--- src/rtl/hazard_ctrl_if.sv ---
// Hazard controller bus: the pipeline status signals it reads and the stage
// enables/flushes it drives.
//   master : pipeline side (drives status, reads enables/flushes/MD_BUSY/STALL_CNT)
//   slave  : hazard_ctrl side
interface hazard_ctrl_if;
  logic [4:0]  ID_RS;
  logic [4:0]  ID_RT;
  logic        ID_USES_RT;
  logic        ID_MD_READ;
  logic        EX_MEMREAD;
  logic [4:0]  EX_RT;
  logic        EX_BR_TAKEN;
  logic        EX_MD_START;
  logic        MEM_WAIT;
  logic        PC_EN;
  logic        IFID_EN;
  logic        IDEX_EN;
  logic        EXMEM_EN;
  logic        MEMWB_EN;
  logic        IFID_FLUSH;
  logic        IDEX_FLUSH;
  logic        MD_BUSY;
  logic [15:0] STALL_CNT;

  modport master (
    output ID_RS, ID_RT, ID_USES_RT, ID_MD_READ, EX_MEMREAD, EX_RT,
           EX_BR_TAKEN, EX_MD_START, MEM_WAIT,
    input  PC_EN, IFID_EN, IDEX_EN, EXMEM_EN, MEMWB_EN, IFID_FLUSH,
           IDEX_FLUSH, MD_BUSY, STALL_CNT
  );

  modport slave (
    input  ID_RS, ID_RT, ID_USES_RT, ID_MD_READ, EX_MEMREAD, EX_RT,
           EX_BR_TAKEN, EX_MD_START, MEM_WAIT,
    output PC_EN, IFID_EN, IDEX_EN, EXMEM_EN, MEMWB_EN, IFID_FLUSH,
           IDEX_FLUSH, MD_BUSY, STALL_CNT
  );
endinterface

--- src/rtl/hazard_ctrl.sv ---
// Pipeline sequencer for the five-stage core. Produces stage-register
// enables/flushes from a fixed hazard priority (mem wait > taken branch >
// load-use > mul/div busy), tracks mul/div unit occupancy and counts stall
// cycles (saturating).
//   CLK, RST : clock, synchronous active-high reset
//   hif      : hazard_ctrl_if.slave (status in; enables, flushes, MD_BUSY,
//              STALL_CNT out)
module hazard_ctrl #(
  parameter int MD_LAT = 4
) (
  input  logic         CLK,
  input  logic         RST,
  hazard_ctrl_if.slave hif
);
  localparam int CW = $clog2(MD_LAT + 1);

  typedef enum logic {MD_IDLE, MD_BUSY_S} md_state_e;

  md_state_e       state_q, state_d;
  logic [CW-1:0]   cnt_q, cnt_d;
  logic [15:0]     stall_cnt_q, stall_cnt_d;

  logic load_use, md_haz, md_start;
  logic pc_en, ifid_en, idex_en, exmem_en, memwb_en, ifid_fl, idex_fl;

  // Register 0 is hardwired, so a load targeting it never creates a hazard.
  assign load_use = hif.EX_MEMREAD && (hif.EX_RT != 5'd0) &&
                    ((hif.EX_RT == hif.ID_RS) ||
                     (hif.ID_USES_RT && (hif.EX_RT == hif.ID_RT)));
  assign md_haz   = (state_q == MD_BUSY_S) && hif.ID_MD_READ;
  // A start is only real once EX actually advances.
  assign md_start = hif.EX_MD_START && !hif.MEM_WAIT;

  always_comb begin
    pc_en = 1'b1; ifid_en = 1'b1; idex_en = 1'b1; exmem_en = 1'b1;
    memwb_en = 1'b1; ifid_fl = 1'b0; idex_fl = 1'b0;
    if (RST) begin
      pc_en = 1'b0; ifid_fl = 1'b1; idex_fl = 1'b1;
    end else if (hif.MEM_WAIT) begin
      pc_en = 1'b0; ifid_en = 1'b0; idex_en = 1'b0;
      exmem_en = 1'b0; memwb_en = 1'b0;
    end else if (hif.EX_BR_TAKEN) begin
      ifid_fl = 1'b1; idex_fl = 1'b1;
    end else if (load_use || md_haz) begin
      // Hold PC and IF/ID, inject a bubble into ID/EX.
      pc_en = 1'b0; ifid_en = 1'b0; idex_fl = 1'b1;
    end
  end

  always_comb begin
    state_d = state_q;
    cnt_d   = cnt_q;
    case (state_q)
      MD_IDLE: begin
        if (md_start) begin
          state_d = MD_BUSY_S;
          cnt_d   = CW'(MD_LAT);
        end
      end
      MD_BUSY_S: begin
        if (md_start) begin
          cnt_d = CW'(MD_LAT);
        end else begin
          // Decrements even under MEM_WAIT: the unit runs independently.
          cnt_d = cnt_q - CW'(1);
          if (cnt_q == CW'(1)) state_d = MD_IDLE;
        end
      end
      default: state_d = MD_IDLE;
    endcase
  end

  always_comb begin
    stall_cnt_d = stall_cnt_q;
    if (!pc_en && (stall_cnt_q != 16'hFFFF)) stall_cnt_d = stall_cnt_q + 16'd1;
  end

  always_ff @(posedge CLK) begin
    if (RST) begin
      state_q     <= MD_IDLE;
      cnt_q       <= '0;
      stall_cnt_q <= '0;
    end else begin
      state_q     <= state_d;
      cnt_q       <= cnt_d;
      stall_cnt_q <= stall_cnt_d;
    end
  end

  assign hif.PC_EN      = pc_en;
  assign hif.IFID_EN    = ifid_en;
  assign hif.IDEX_EN    = idex_en;
  assign hif.EXMEM_EN   = exmem_en;
  assign hif.MEMWB_EN   = memwb_en;
  assign hif.IFID_FLUSH = ifid_fl;
  assign hif.IDEX_FLUSH = idex_fl;
  assign hif.MD_BUSY    = (state_q == MD_BUSY_S);
  assign hif.STALL_CNT  = stall_cnt_q;
endmodule
--- src/flat_wrapper.sv ---
// flat-port wrapper written by rule: the top's interface ports become plain ports
module hazard_ctrl_flat 
#(
  parameter int MD_LAT = 4
)
  (CLK, RST, hif_ID_RS, hif_ID_RT, hif_ID_USES_RT, hif_ID_MD_READ, hif_EX_MEMREAD, hif_EX_RT, hif_EX_BR_TAKEN, hif_EX_MD_START, hif_MEM_WAIT, hif_PC_EN, hif_IFID_EN, hif_IDEX_EN, hif_EXMEM_EN, hif_MEMWB_EN, hif_IFID_FLUSH, hif_IDEX_FLUSH, hif_MD_BUSY, hif_STALL_CNT);
  hazard_ctrl_if hif_i ();
  input  logic CLK;
  input  logic RST;
  input wire logic [$bits(hif_i.ID_RS)-1:0] hif_ID_RS;
  input wire logic [$bits(hif_i.ID_RT)-1:0] hif_ID_RT;
  input wire logic [$bits(hif_i.ID_USES_RT)-1:0] hif_ID_USES_RT;
  input wire logic [$bits(hif_i.ID_MD_READ)-1:0] hif_ID_MD_READ;
  input wire logic [$bits(hif_i.EX_MEMREAD)-1:0] hif_EX_MEMREAD;
  input wire logic [$bits(hif_i.EX_RT)-1:0] hif_EX_RT;
  input wire logic [$bits(hif_i.EX_BR_TAKEN)-1:0] hif_EX_BR_TAKEN;
  input wire logic [$bits(hif_i.EX_MD_START)-1:0] hif_EX_MD_START;
  input wire logic [$bits(hif_i.MEM_WAIT)-1:0] hif_MEM_WAIT;
  output wire logic [$bits(hif_i.PC_EN)-1:0] hif_PC_EN;
  output wire logic [$bits(hif_i.IFID_EN)-1:0] hif_IFID_EN;
  output wire logic [$bits(hif_i.IDEX_EN)-1:0] hif_IDEX_EN;
  output wire logic [$bits(hif_i.EXMEM_EN)-1:0] hif_EXMEM_EN;
  output wire logic [$bits(hif_i.MEMWB_EN)-1:0] hif_MEMWB_EN;
  output wire logic [$bits(hif_i.IFID_FLUSH)-1:0] hif_IFID_FLUSH;
  output wire logic [$bits(hif_i.IDEX_FLUSH)-1:0] hif_IDEX_FLUSH;
  output wire logic [$bits(hif_i.MD_BUSY)-1:0] hif_MD_BUSY;
  output wire logic [$bits(hif_i.STALL_CNT)-1:0] hif_STALL_CNT;
  assign hif_i.ID_RS = hif_ID_RS;
  assign hif_i.ID_RT = hif_ID_RT;
  assign hif_i.ID_USES_RT = hif_ID_USES_RT;
  assign hif_i.ID_MD_READ = hif_ID_MD_READ;
  assign hif_i.EX_MEMREAD = hif_EX_MEMREAD;
  assign hif_i.EX_RT = hif_EX_RT;
  assign hif_i.EX_BR_TAKEN = hif_EX_BR_TAKEN;
  assign hif_i.EX_MD_START = hif_EX_MD_START;
  assign hif_i.MEM_WAIT = hif_MEM_WAIT;
  assign hif_PC_EN = hif_i.PC_EN;
  assign hif_IFID_EN = hif_i.IFID_EN;
  assign hif_IDEX_EN = hif_i.IDEX_EN;
  assign hif_EXMEM_EN = hif_i.EXMEM_EN;
  assign hif_MEMWB_EN = hif_i.MEMWB_EN;
  assign hif_IFID_FLUSH = hif_i.IFID_FLUSH;
  assign hif_IDEX_FLUSH = hif_i.IDEX_FLUSH;
  assign hif_MD_BUSY = hif_i.MD_BUSY;
  assign hif_STALL_CNT = hif_i.STALL_CNT;
  hazard_ctrl #(.MD_LAT(MD_LAT)) u_core (.CLK(CLK), .RST(RST), .hif(hif_i));
endmodule
--- config.mk ---
export PLATFORM = sky130hd
export DESIGN_NAME = hazard_ctrl_flat
export DESIGN_NICKNAME = d
export VERILOG_FILES = /design/src/rtl/hazard_ctrl_if.sv /design/src/rtl/hazard_ctrl.sv /design/src/flat_wrapper.sv
export SDC_FILE = /design/constraint.sdc
export NUM_CORES = 1
export LEC_CHECK = 0
export BUFFER_PORTS_ARGS = -buffer_cell sky130_fd_sc_hd__buf_2
export CAP_MARGIN = 20
export CORE_ASPECT_RATIO = 1.1
export CORE_MARGIN = 2
export CORE_UTILIZATION = 52
export DETAILED_ROUTE_END_ITERATION = 6
export PLACE_DENSITY = 0.87
export SETUP_SLACK_MARGIN = 0.15
export SKIP_CTS_REPAIR_TIMING = 1
export SYNTH_ARGS = -nofsm -noshare
export SYNTH_HDL_FRONTEND = slang
export SYNTH_SLANG_ARGS = --single-unit
--- constraint.sdc ---
create_clock -name CLK -period 3.24 [get_ports CLK]
set_input_delay 0.162 -clock CLK [delete_from_list [all_inputs] [get_ports CLK]]
set_output_delay 0.162 -clock CLK [all_outputs]
set_load 0.01 [all_outputs]
==> results_tabular.tex, run 1 <==
\begin{tabular}{lr}
\hline
Metric & Value \\
\hline
\multicolumn{2}{l}{\textbf{Detailed routing}} \\
1st-iter DRT viols & 16 \\
DR DRC count & 0 \\
Drt wl/cell & about 12 µm \\
Pre-antenna DRT Iters & 4 \\
Routed vias & about 1200 \\
Vias per cell & roughly 5.4 \\
Number of routed nets with antenna violations & 0 \\
Total wire length after detailed routing & 2.73 mm \\
\multicolumn{2}{l}{\textbf{Cells and area}} \\
Area growth from synthesis to layout & 18.2\% \\
Commonest non-fill, non-tap cells in the layout & sky130\_fd\_sc\_hd\_\_buf\_2, sky130\_fd\_sc\_hd\_\_dfxtp\_1, sky130\_fd\_sc\_hd\_\_xnor2\_1, sky130\_fd\_sc\_hd\_\_nand2\_1, sky130\_fd\_sc\_hd\_\_a21oi\_1 \\
Fraction of the core area covered by cells at the end of the flow & between 60\% and 70\% \\
Layout cells sized above 1 & 29.5\% \\
Number of antenna cells inserted & 0 \\
\# nets final & $\sim$220 \\
Most common cell after layout, fill and taps aside & sky130\_fd\_sc\_hd\_\_buf\_2 \\
\multicolumn{2}{l}{\textbf{Critical path}} \\
Required time of the worst setup path & 3.48 ns \\
Cell at the slowest stage of the critical path & sky130\_fd\_sc\_hd\_\_or4\_1 \\
Worst endpoint data arrival time & $\sim$2.3 ns \\
Kind of launch point of the worst setup path & register \\
Critical path fanouts, max & 22 \\
Reg2reg setup slack & 1.20 ns \\
Critical path endpoint category & register \\
Startpoint-to-endpoint class of the critical path & register to register \\
Sequence of cells on the critical path & ha\_1 -> and2\_2 -> nand4\_1 -> nand4b\_2 -> and2\_4 -> or4\_1 -> a21oi\_1 \\
Destination of the worst register-to-register timing path & u\_core.hif.STALL\_CNT[15] \\
CP max stage delay & approximately 0.50 ns \\
Origin of the critical flop-to-flop path & u\_core.hif.STALL\_CNT[0] \\
Depth of the worst register-to-register path & 7 \\
\multicolumn{2}{l}{\textbf{Timing}} \\
Final Hold Vio Count & 0 \\
Final worst-path cycle share & between 60\% and 70\% \\
Slew margin rel. & 71.3\% \\
Tmin final & between 2 and 2.5 ns \\
Max-slew violation total from the final report & 0 \\
Fmax & 0.491 GHz \\
Number of failing setup endpoints in the final timing report & 0 \\
Setup skew after layout & about 0.0012 ns \\
Final setup TNS & 0 ns \\
RSZ-0062 raised after global routing & false \\
Slew at the pin closest to its max-slew limit & approximately 0.43 ns \\
\multicolumn{2}{l}{\textbf{Synthesis}} \\
Synthesized area & around 1200 µm² \\
Number of warnings reported in the yosys synthesis log & 0 \\
Number of register bits inferred by synthesis & 20 \\
Portion of the post-synthesis area used by sequential elements & 32.3\% \\
Most used DFF post-synth & sky130\_fd\_sc\_hd\_\_dfxtp\_1 \\
Number of standard cells after synthesis & roughly 150 \\
Syn Area/Cell & 8.17 µm² \\
Share of flip-flops with an asynchronous set or reset & 0\% \\
Number of synthesized flops with an enable pin & 0 \\
Synthesized netlist net count & roughly 180 \\
Library cells used by synthesis & 37 \\
\multicolumn{2}{l}{\textbf{Global route}} \\
Initial antenna violation count & 0 \\
Number of global-route vias before repair & roughly 1200 \\
Overflow left after global routing & 0 \\
Pin count of the biggest net entering global routing & 28 \\
Overall global routing resource usage & 20.8\% \\
Wire length of the first global-routing pass & between 4 and 5 mm \\
\multicolumn{2}{l}{\textbf{Pwr}} \\
Worst voltage drop across the vdd grid & roughly 0.00022 V \\
Leakage & 0.595 nW \\
Power per standard cell area & between 300 and 400 nW/µm² \\
\multicolumn{2}{l}{\textbf{Floorplan}} \\
Full die area & between 2000 and 3000 µm² \\
I/O pin cnt & 47 \\
Effective utilization at floorplan & 55.1\% \\
Standard cell core area & 2250 µm² \\
Die boundary height & around 55 µm \\
Width of the die & 50.6 µm \\
Row cnt & 18 \\
\multicolumn{2}{l}{\textbf{Run status}} \\
Outcome & finished, final reports clean \\
\multicolumn{2}{l}{\textbf{Placement}} \\
Post-detailed-placement half-perimeter wirelength & 2.17 mm \\
Routability cong. & slightly below 0.8 \\
Buffers on Ports & 46 \\
\multicolumn{2}{l}{\textbf{Hold path}} \\
Min-delay worst type & primary input to register \\
Source of the worst hold timing path & hif\_EX\_MD\_START \\
Number of instances on the worst hold path & 3 \\
Worst-case hold path end point & u\_core.hif.MD\_BUSY \\
\multicolumn{2}{l}{\textbf{CTS}} \\
Clock-pin slew reported for the worst setup and hold paths after clock tree synthesis & approximately 0.10 ns \\
CTS H-tree lvls & 1 \\
CTS Buffer Depth & 2 \\
Number of buffers added by the clock tree synthesis step & 3 \\
CTS tree & yes \\
CTS sink cnt & 20 \\
Master cell of the clock root buffer & sky130\_fd\_sc\_hd\_\_clkbuf\_4 \\
Insertion delay to the later sink of the worst-skew pair & $\sim$0.30 ns \\
\multicolumn{2}{l}{\textbf{Run}} \\
Max-cap violations & 0 \\
\hline
\end{tabular}
==> per-stage QoR <==
stage	area [µm²]	cells	power, mW	setup WS, ns	hold slack, ns
after global routing	1470	223	0.490	1.07	0.152
after floorplan	1240	152	0.324	1.33	0.332
after global placement	1450	220	0.350	1.32	0.455
after detailed placement	1450	220	0.354	1.21	0.468
final	1470	223	0.464	1.20	0.161
after CTS	1470	223	0.466	1.20	0.167
==> cells in the mapped netlist, types with 2 or more instances <==
master | n | area, µm²
sky130_fd_sc_hd__dfxtp_1 | 20 | 400
sky130_fd_sc_hd__a21oi_1 | 13 | 65.1
sky130_fd_sc_hd__nand2_1 | 13 | 48.8
sky130_fd_sc_hd__xnor2_1 | 13 | 114
sky130_fd_sc_hd__nor2_1 | 10 | 37.5
sky130_fd_sc_hd__o21ai_0 | 9 | 45.0
sky130_fd_sc_hd__nand3_1 | 8 | 40.0
sky130_fd_sc_hd__or3_1 | 8 | 50.1
sky130_fd_sc_hd__inv_1 | 6 | 22.5
sky130_fd_sc_hd__nand2b_1 | 5 | 31.3
sky130_fd_sc_hd__and3_1 | 3 | 18.8
sky130_fd_sc_hd__ha_1 | 3 | 37.5
sky130_fd_sc_hd__nand4_1 | 3 | 18.8
sky130_fd_sc_hd__nor2b_1 | 3 | 18.8
sky130_fd_sc_hd__or4_1 | 3 | 22.5
sky130_fd_sc_hd__a21boi_0 | 2 | 15.0
sky130_fd_sc_hd__and2_2 | 2 | 15.0
sky130_fd_sc_hd__and2_4 | 2 | 17.5
sky130_fd_sc_hd__buf_4 | 2 | 15.0
sky130_fd_sc_hd__buf_6 | 2 | 22.5
sky130_fd_sc_hd__nor3_1 | 2 | 10.0
sky130_fd_sc_hd__o21ai_1 | 2 | 10.0
sky130_fd_sc_hd__o21bai_1 | 2 | 15.0
sky130_fd_sc_hd__o31ai_1 | 2 | 15.0
sky130_fd_sc_hd__xor2_1 | 2 | 17.5
==> how the worst max path moves through the flow <==
stage / start / to / depth (start not counted) / slack [ns]
4_1_cts: u_core.hif.STALL_CNT[0] / u_core.hif.STALL_CNT[15] / 7 / 1.20
2_1_floorplan: u_core.hif.STALL_CNT[0] / u_core.hif.STALL_CNT[6] / 8 / 1.33
3_3_place_gp: u_core.hif.STALL_CNT[0] / u_core.hif.STALL_CNT[15] / 7 / 1.32
3_5_place_dp: u_core.hif.STALL_CNT[0] / u_core.hif.STALL_CNT[15] / 7 / 1.21
6_report: u_core.hif.STALL_CNT[0] / u_core.hif.STALL_CNT[15] / 7 / 1.20
5_1_grt: u_core.hif.STALL_CNT[0] / u_core.hif.STALL_CNT[15] / 7 / 1.07
==> worst max-delay path: cells and delay by family (launching register included) <==
family	cells	cell delay, ns
AOI/OAI and AO/OA	1	0.15
adders and majority gates	1	0.22
and+or+nand+nor	5	1.25
DFF	1	0.35
==> kinds of logic after synthesis <==
logic type / synth area share [%]
xor+xnor: 10.6
compound gates: 15.7
simple gates: 29.3
buf+inv: 6.95
fa+ha+maj: 3.02
mux: 2.12
flops: 32.3
==> sequential cells by signal, indices dropped and copies added (netlist names) <==
signal / flops
u_core.hif.STALL_CNT: 16
u_core.cnt_q: 3
u_core.hif.MD_BUSY: 1
==> area by class of cell <==
cell class | count | area, µm²
tap | 30 | 37.5
timing repair buffer | 46 | 230
sequential | 20 | 400
clock buffer | 3 | 22.5
multi-input combinational | 118 | 754
inverter | 6 | 22.5
fill | 201 | 785
==> layer usage <==
layer  global-route usage [%]  vias up  routed length (µm)
li1                         -      612                   -
met4                     9.27        0                  55
met2                     40.0       40                1390
met1                     21.8      550                1150
met3                     2.16        5                 140
met5                        0        -                   0
==> where the power goes <==
| group | switching, mW | leakage (nW) | internal (mW) |
|---|---|---|---|
| logic | 0.0466 | 0.419 | 0.0417 |
| registers | 0.00756 | 0.162 | 0.253 |
| clock network | 0.0719 | 0.0138 | 0.0434 |
| total | 0.126 | 0.595 | 0.338 |
No activity file was read; power rests on OpenSTA's default activity.
==> run 2, diff against run 1 <==
--- a/config.mk
+++ b/config.mk
@@ -5,13 +5,14 @@
 export SDC_FILE = /design/constraint.sdc
 export NUM_CORES = 1
 export LEC_CHECK = 0
+export ABC_AREA = 1
 export BUFFER_PORTS_ARGS = -buffer_cell sky130_fd_sc_hd__buf_2
 export CAP_MARGIN = 20
 export CORE_ASPECT_RATIO = 1.1
 export CORE_MARGIN = 2
-export CORE_UTILIZATION = 52
+export CORE_UTILIZATION = 50
 export DETAILED_ROUTE_END_ITERATION = 6
-export PLACE_DENSITY = 0.87
+export PLACE_DENSITY = 0.82
 export SETUP_SLACK_MARGIN = 0.15
 export SKIP_CTS_REPAIR_TIMING = 1
 export SYNTH_ARGS = -nofsm -noshare
==> constraint.sdc (replaced) <==
create_clock -name CLK -period 2 [get_ports CLK]
set_input_delay 0.1 -clock CLK [delete_from_list [all_inputs] [get_ports CLK]]
set_output_delay 0.1 -clock CLK [all_outputs]
set_load 0.01 [all_outputs]
==> run 2 against run 1 <==
Net effect: first-iteration DRC count rose to 2.6 times the previous value; clock-buffer cell count unchanged; non-clock buffer count rose by 2; sequential cell count is the same; hold slack worse by 0.061 ns; combinational power increased by 93%; die area is 20% higher; setup slack got worse by 0.88 ns; register-to-register slack got worse by 0.86 ns; largest cell class unchanged.
==> results_tabular.tex, run 2 <==
\begin{tabular}{lr}
\hline
Metric & Value \\
\hline
\multicolumn{2}{l}{\textbf{Synthesis}} \\
Syn Area/Cell & 6.05 µm² (was 8.17 µm²) \\
Number of register bits inferred by synthesis & 20 (unchanged) \\
Number of standard cells after synthesis & 241 (was 152) \\
Cells taking the most area after synthesis & sky130\_fd\_sc\_hd\_\_dfxtp\_1, sky130\_fd\_sc\_hd\_\_nand2\_1, sky130\_fd\_sc\_hd\_\_inv\_1 (was sky130\_fd\_sc\_hd\_\_dfxtp\_1, sky130\_fd\_sc\_hd\_\_xnor2\_1, sky130\_fd\_sc\_hd\_\_a21oi\_1) \\
Most frequently used cell type in the post-synthesis netlist & sky130\_fd\_sc\_hd\_\_nand2\_1 (was sky130\_fd\_sc\_hd\_\_dfxtp\_1) \\
Most used DFF post-synth & sky130\_fd\_sc\_hd\_\_dfxtp\_1 (unchanged) \\
Number of warnings reported in the yosys synthesis log & 0 (unchanged) \\
Library cells used by synthesis & 29 (was 37) \\
Share of flip-flops with an asynchronous set or reset & 0\% (unchanged) \\
Number of synthesized flops with an enable pin & 0 (unchanged) \\
Library cell with the largest summed area after synthesis & sky130\_fd\_sc\_hd\_\_dfxtp\_1 (unchanged) \\
Synthesized area & 1460 µm² (was 1240 µm²) \\
Leading post-synthesis cells by instance count & sky130\_fd\_sc\_hd\_\_nand2\_1, sky130\_fd\_sc\_hd\_\_inv\_1, sky130\_fd\_sc\_hd\_\_nor2\_1 (was sky130\_fd\_sc\_hd\_\_dfxtp\_1, sky130\_fd\_sc\_hd\_\_a21oi\_1, sky130\_fd\_sc\_hd\_\_nand2\_1, sky130\_fd\_sc\_hd\_\_xnor2\_1, sky130\_fd\_sc\_hd\_\_nor2\_1) \\
Portion of the post-synthesis area used by sequential elements & 27.4\% (was 32.3\%) \\
Synthesized netlist net count & 267 (was 178) \\
Post-synth top area share & 27.4\% (was 32.3\%) \\
\multicolumn{2}{l}{\textbf{Critical path}} \\
Kind of launch point of the worst setup path & register (unchanged) \\
Reg2reg setup slack & 0.34 ns (was 1.20 ns) \\
Startpoint of the most critical setup path & u\_core.hif.MD\_BUSY (was u\_core.hif.STALL\_CNT[0]) \\
Origin of the critical flop-to-flop path & u\_core.hif.STALL\_CNT[0] (unchanged) \\
Worst endpoint data arrival time & 1.58 ns (was 2.27 ns) \\
Startpoint-to-endpoint class of the critical path & register to primary output (was register to register) \\
Required time of the worst setup path & 1.90 ns (was 3.48 ns) \\
Critical path fanouts, max & 12 (was 22) \\
Critical path endpoint category & primary output (was register) \\
\multicolumn{2}{l}{\textbf{Pwr}} \\
Portion of total power attributed to sequential cells & 54.1\% (was 56.1\%) \\
Internal power of the cells & 0.552 mW (was 0.338 mW) \\
Clock share of power & 24.4\% (was 24.8\%) \\
Power share of the combinational group & 21.5\% (was 19.0\%) \\
Power per standard cell area & 456 nW/µm² (was 316 nW/µm²) \\
Switching part of the total power & 30.0\% (was 27.2\%) \\
Switching power of the nets & 0.236 mW (was 0.126 mW) \\
Power after layout & 0.788 mW (was 0.464 mW) \\
Worst voltage drop across the vdd grid & 0.000563 V (was 0.000223 V) \\
Leakage & 0.942 nW (was 0.595 nW) \\
\multicolumn{2}{l}{\textbf{Cells and area}} \\
Most common cell after layout, fill and taps aside & sky130\_fd\_sc\_hd\_\_nand2\_1 (was sky130\_fd\_sc\_hd\_\_buf\_2) \\
Area growth from synthesis to layout & 18.5\% (was 18.2\%) \\
\# nets final & 314 (was 221) \\
Layout cells sized above 1 & 26.6\% (was 29.5\%) \\
Number of antenna cells inserted & 0 (unchanged) \\
Commonest non-fill, non-tap cells in the layout & sky130\_fd\_sc\_hd\_\_nand2\_1, sky130\_fd\_sc\_hd\_\_buf\_2, sky130\_fd\_sc\_hd\_\_inv\_1 (was sky130\_fd\_sc\_hd\_\_buf\_2, sky130\_fd\_sc\_hd\_\_dfxtp\_1, sky130\_fd\_sc\_hd\_\_xnor2\_1, sky130\_fd\_sc\_hd\_\_nand2\_1, sky130\_fd\_sc\_hd\_\_a21oi\_1) \\
Number of flip-flops in the largest register & 16 (unchanged) \\
\multicolumn{2}{l}{\textbf{Floorplan}} \\
Die boundary height & 60.7 µm (was 55.2 µm) \\
Effective utilization at floorplan & 52.5\% (was 55.1\%) \\
I/O pin cnt & 47 (unchanged) \\
Standard cell core area & 2780 µm² (was 2250 µm²) \\
Full die area & 3370 µm² (was 2790 µm²) \\
Row cnt & 20 (was 18) \\
Width of the die & 55.5 µm (was 50.6 µm) \\
\multicolumn{2}{l}{\textbf{Timing}} \\
Slew margin rel. & 70.6\% (was 71.3\%) \\
Tmin final & 1.68 ns \\
Final worst-path cycle share & around 84\% \\
Final setup TNS & 0 ns (unchanged) \\
Final Hold Vio Count & 0 (unchanged) \\
Number of failing setup endpoints in the final timing report & 0 (unchanged) \\
RSZ-0062 raised after global routing & false (unchanged) \\
Max-slew violation total from the final report & 0 (unchanged) \\
Fmax & approximately 0.6 GHz \\
Post-Route Hold Slack & 0.101 ns (was 0.161 ns) \\
Slew at the pin closest to its max-slew limit & 0.440 ns (was 0.430 ns) \\
Setup skew after layout & 0.00139 ns (was 0.00120 ns) \\
\multicolumn{2}{l}{\textbf{CTS}} \\
CTS Buffer Depth & 2 (unchanged) \\
Insertion delay to the later sink of the worst-skew pair & 0.30 ns (about the same) \\
Number of buffers added by the clock tree synthesis step & 3 (unchanged) \\
CTS tree & yes (unchanged) \\
CTS sink cnt & 20 (unchanged) \\
Clock-pin slew reported for the worst setup and hold paths after clock tree synthesis & 0.11 ns (was 0.10 ns) \\
Master cell of the clock root buffer & sky130\_fd\_sc\_hd\_\_clkbuf\_4 (unchanged) \\
CTS H-tree lvls & 1 (unchanged) \\
\multicolumn{2}{l}{\textbf{Run}} \\
Max-cap violations & 0 (unchanged) \\
\multicolumn{2}{l}{\textbf{Detailed routing}} \\
Total wire length after detailed routing & 3.17 mm (was 2.73 mm) \\
Pre-antenna DRT Iters & 5 (was 4) \\
DR DRC count & 0 (unchanged) \\
Drt wl/cell & 9.95 µm (was 12.2 µm) \\
Routed vias & 1510 (was 1207) \\
Number of routed nets with antenna violations & 0 (unchanged) \\
Vias per cell & 4.73 (was 5.41) \\
1st-iter DRT viols & 41 (was 16) \\
\multicolumn{2}{l}{\textbf{Run status}} \\
Outcome & finished, final reports clean (unchanged) \\
\multicolumn{2}{l}{\textbf{Global route}} \\
Number of global-route vias before repair & 1292 (was 1155) \\
Overall global routing resource usage & 19.4\% (was 20.8\%) \\
Wire length of the first global-routing pass & 5.31 mm (was 4.63 mm) \\
Overflow left after global routing & 0 (unchanged) \\
Initial antenna violation count & 0 (unchanged) \\
Pin count of the biggest net entering global routing & 14 (was 28) \\
\multicolumn{2}{l}{\textbf{Placement}} \\
Buffers on Ports & 46 (unchanged) \\
Post-detailed-placement half-perimeter wirelength & 2.53 mm (was 2.17 mm) \\
Routability cong. & 0.857 (was 0.779) \\
\multicolumn{2}{l}{\textbf{Hold path}} \\
Source of the worst hold timing path & hif\_EX\_MD\_START (unchanged) \\
Min-delay worst type & primary input to register (unchanged) \\
\hline
\end{tabular}
[run 2: cell count changes in the layout (fill, tap and decap cells not counted), moves of 5 or more]
| cell | previous run | this run |
|---|---|---|
| sky130_fd_sc_hd__nand2b_1 | 5 | 0 |
| sky130_fd_sc_hd__a21oi_1 | 13 | 4 |
| sky130_fd_sc_hd__xnor2_1 | 13 | 2 |
| sky130_fd_sc_hd__inv_1 | 6 | 38 |
| sky130_fd_sc_hd__nand2_1 | 13 | 81 |
| sky130_fd_sc_hd__nor2_1 | 10 | 36 |
| sky130_fd_sc_hd__or3_1 | 8 | 0 |
| sky130_fd_sc_hd__inv_2 | 0 | 5 |
[run 2: final cells by class]
cell class,count,area (µm²)
flip-flops and latches,20,403
fillers,271,1050
repair buffers,48,245
clock buffers,3,22.5
well taps,33,41.3
multi-input cells,172,856
inverters,43,161
[run 2: critical path: stages, from the launching register on]
cell and delay [ns]:
sky130_fd_sc_hd__dfxtp_1 0.47, sky130_fd_sc_hd__nand2_1 0.15, sky130_fd_sc_hd__nand3_4 0.14, sky130_fd_sc_hd__nand2_4 0.13
sky130_fd_sc_hd__inv_2 0.16, sky130_fd_sc_hd__nand2_1 0.08, sky130_fd_sc_hd__buf_2 0.16
[run 2: path summary, 6_finish.rpt]
path,cells past startpoint,end
setup reg to reg,11,u_core.hif.STALL_CNT[8]
hold / removal,3,u_core.hif.MD_BUSY
setup / recovery,6,hif_IFID_EN
hold reg to reg,2,u_core.hif.STALL_CNT[1]
[run 2: power groups by stage]
stage          sequential [mW]  combinational, mW  clock (mW)
5_1_grt                  0.429              0.194       0.209
3_3_place_gp             0.433              0.167           0
4_1_cts                  0.425              0.172       0.200
6_report                 0.427              0.170       0.192
2_1_floorplan            0.436              0.112           0
3_5_place_dp             0.435              0.171           0
[run 2: metrics by stage]
| step | utilization, % | worst slack (ns) | cell area (µm²) | instances |
|---|---|---|---|---|
| 3_5_place_dp | 61.1 | 0.236 | 1700 | 316 |
| 3_3_place_gp | 61.1 | 0.304 | 1700 | 316 |
| 6_report | 62.3 | 0.324 | 1730 | 319 |
| 4_1_cts | 61.9 | 0.222 | 1720 | 319 |
| 5_1_grt | 62.3 | 0.162 | 1730 | 319 |
| 2_1_floorplan | - | 0.398 | 1460 | 241 |
[run 2: cells by family after synthesis]
| family | count (synthesis) | synth area share (%) |
|---|---|---|
| DFF | 20 | 27.4 |
| AOI/OAI and AO/OA | 14 | 6.60 |
| xor gates and xnor gates | 4 | 2.40 |
| muxes | 1 | 0.686 |
| buffers and inverters | 49 | 14.4 |
| adders and majority gates | 3 | 2.57 |
| and+or+nand+nor | 150 | 45.9 |
[run 2: metal layers]
| layer | GRT usage (%) | vias up | share of wire, % |
|---|---|---|---|
| li1 | - | 821 | - |
| met1 | 23.8 | 655 | 46 |
| met2 | 35.7 | 32 | 49 |
| met3 | 4.69 | 2 | 4.0 |
| met4 | 3.48 | 0 | 0.50 |
| met5 | 0 | - | 0 |
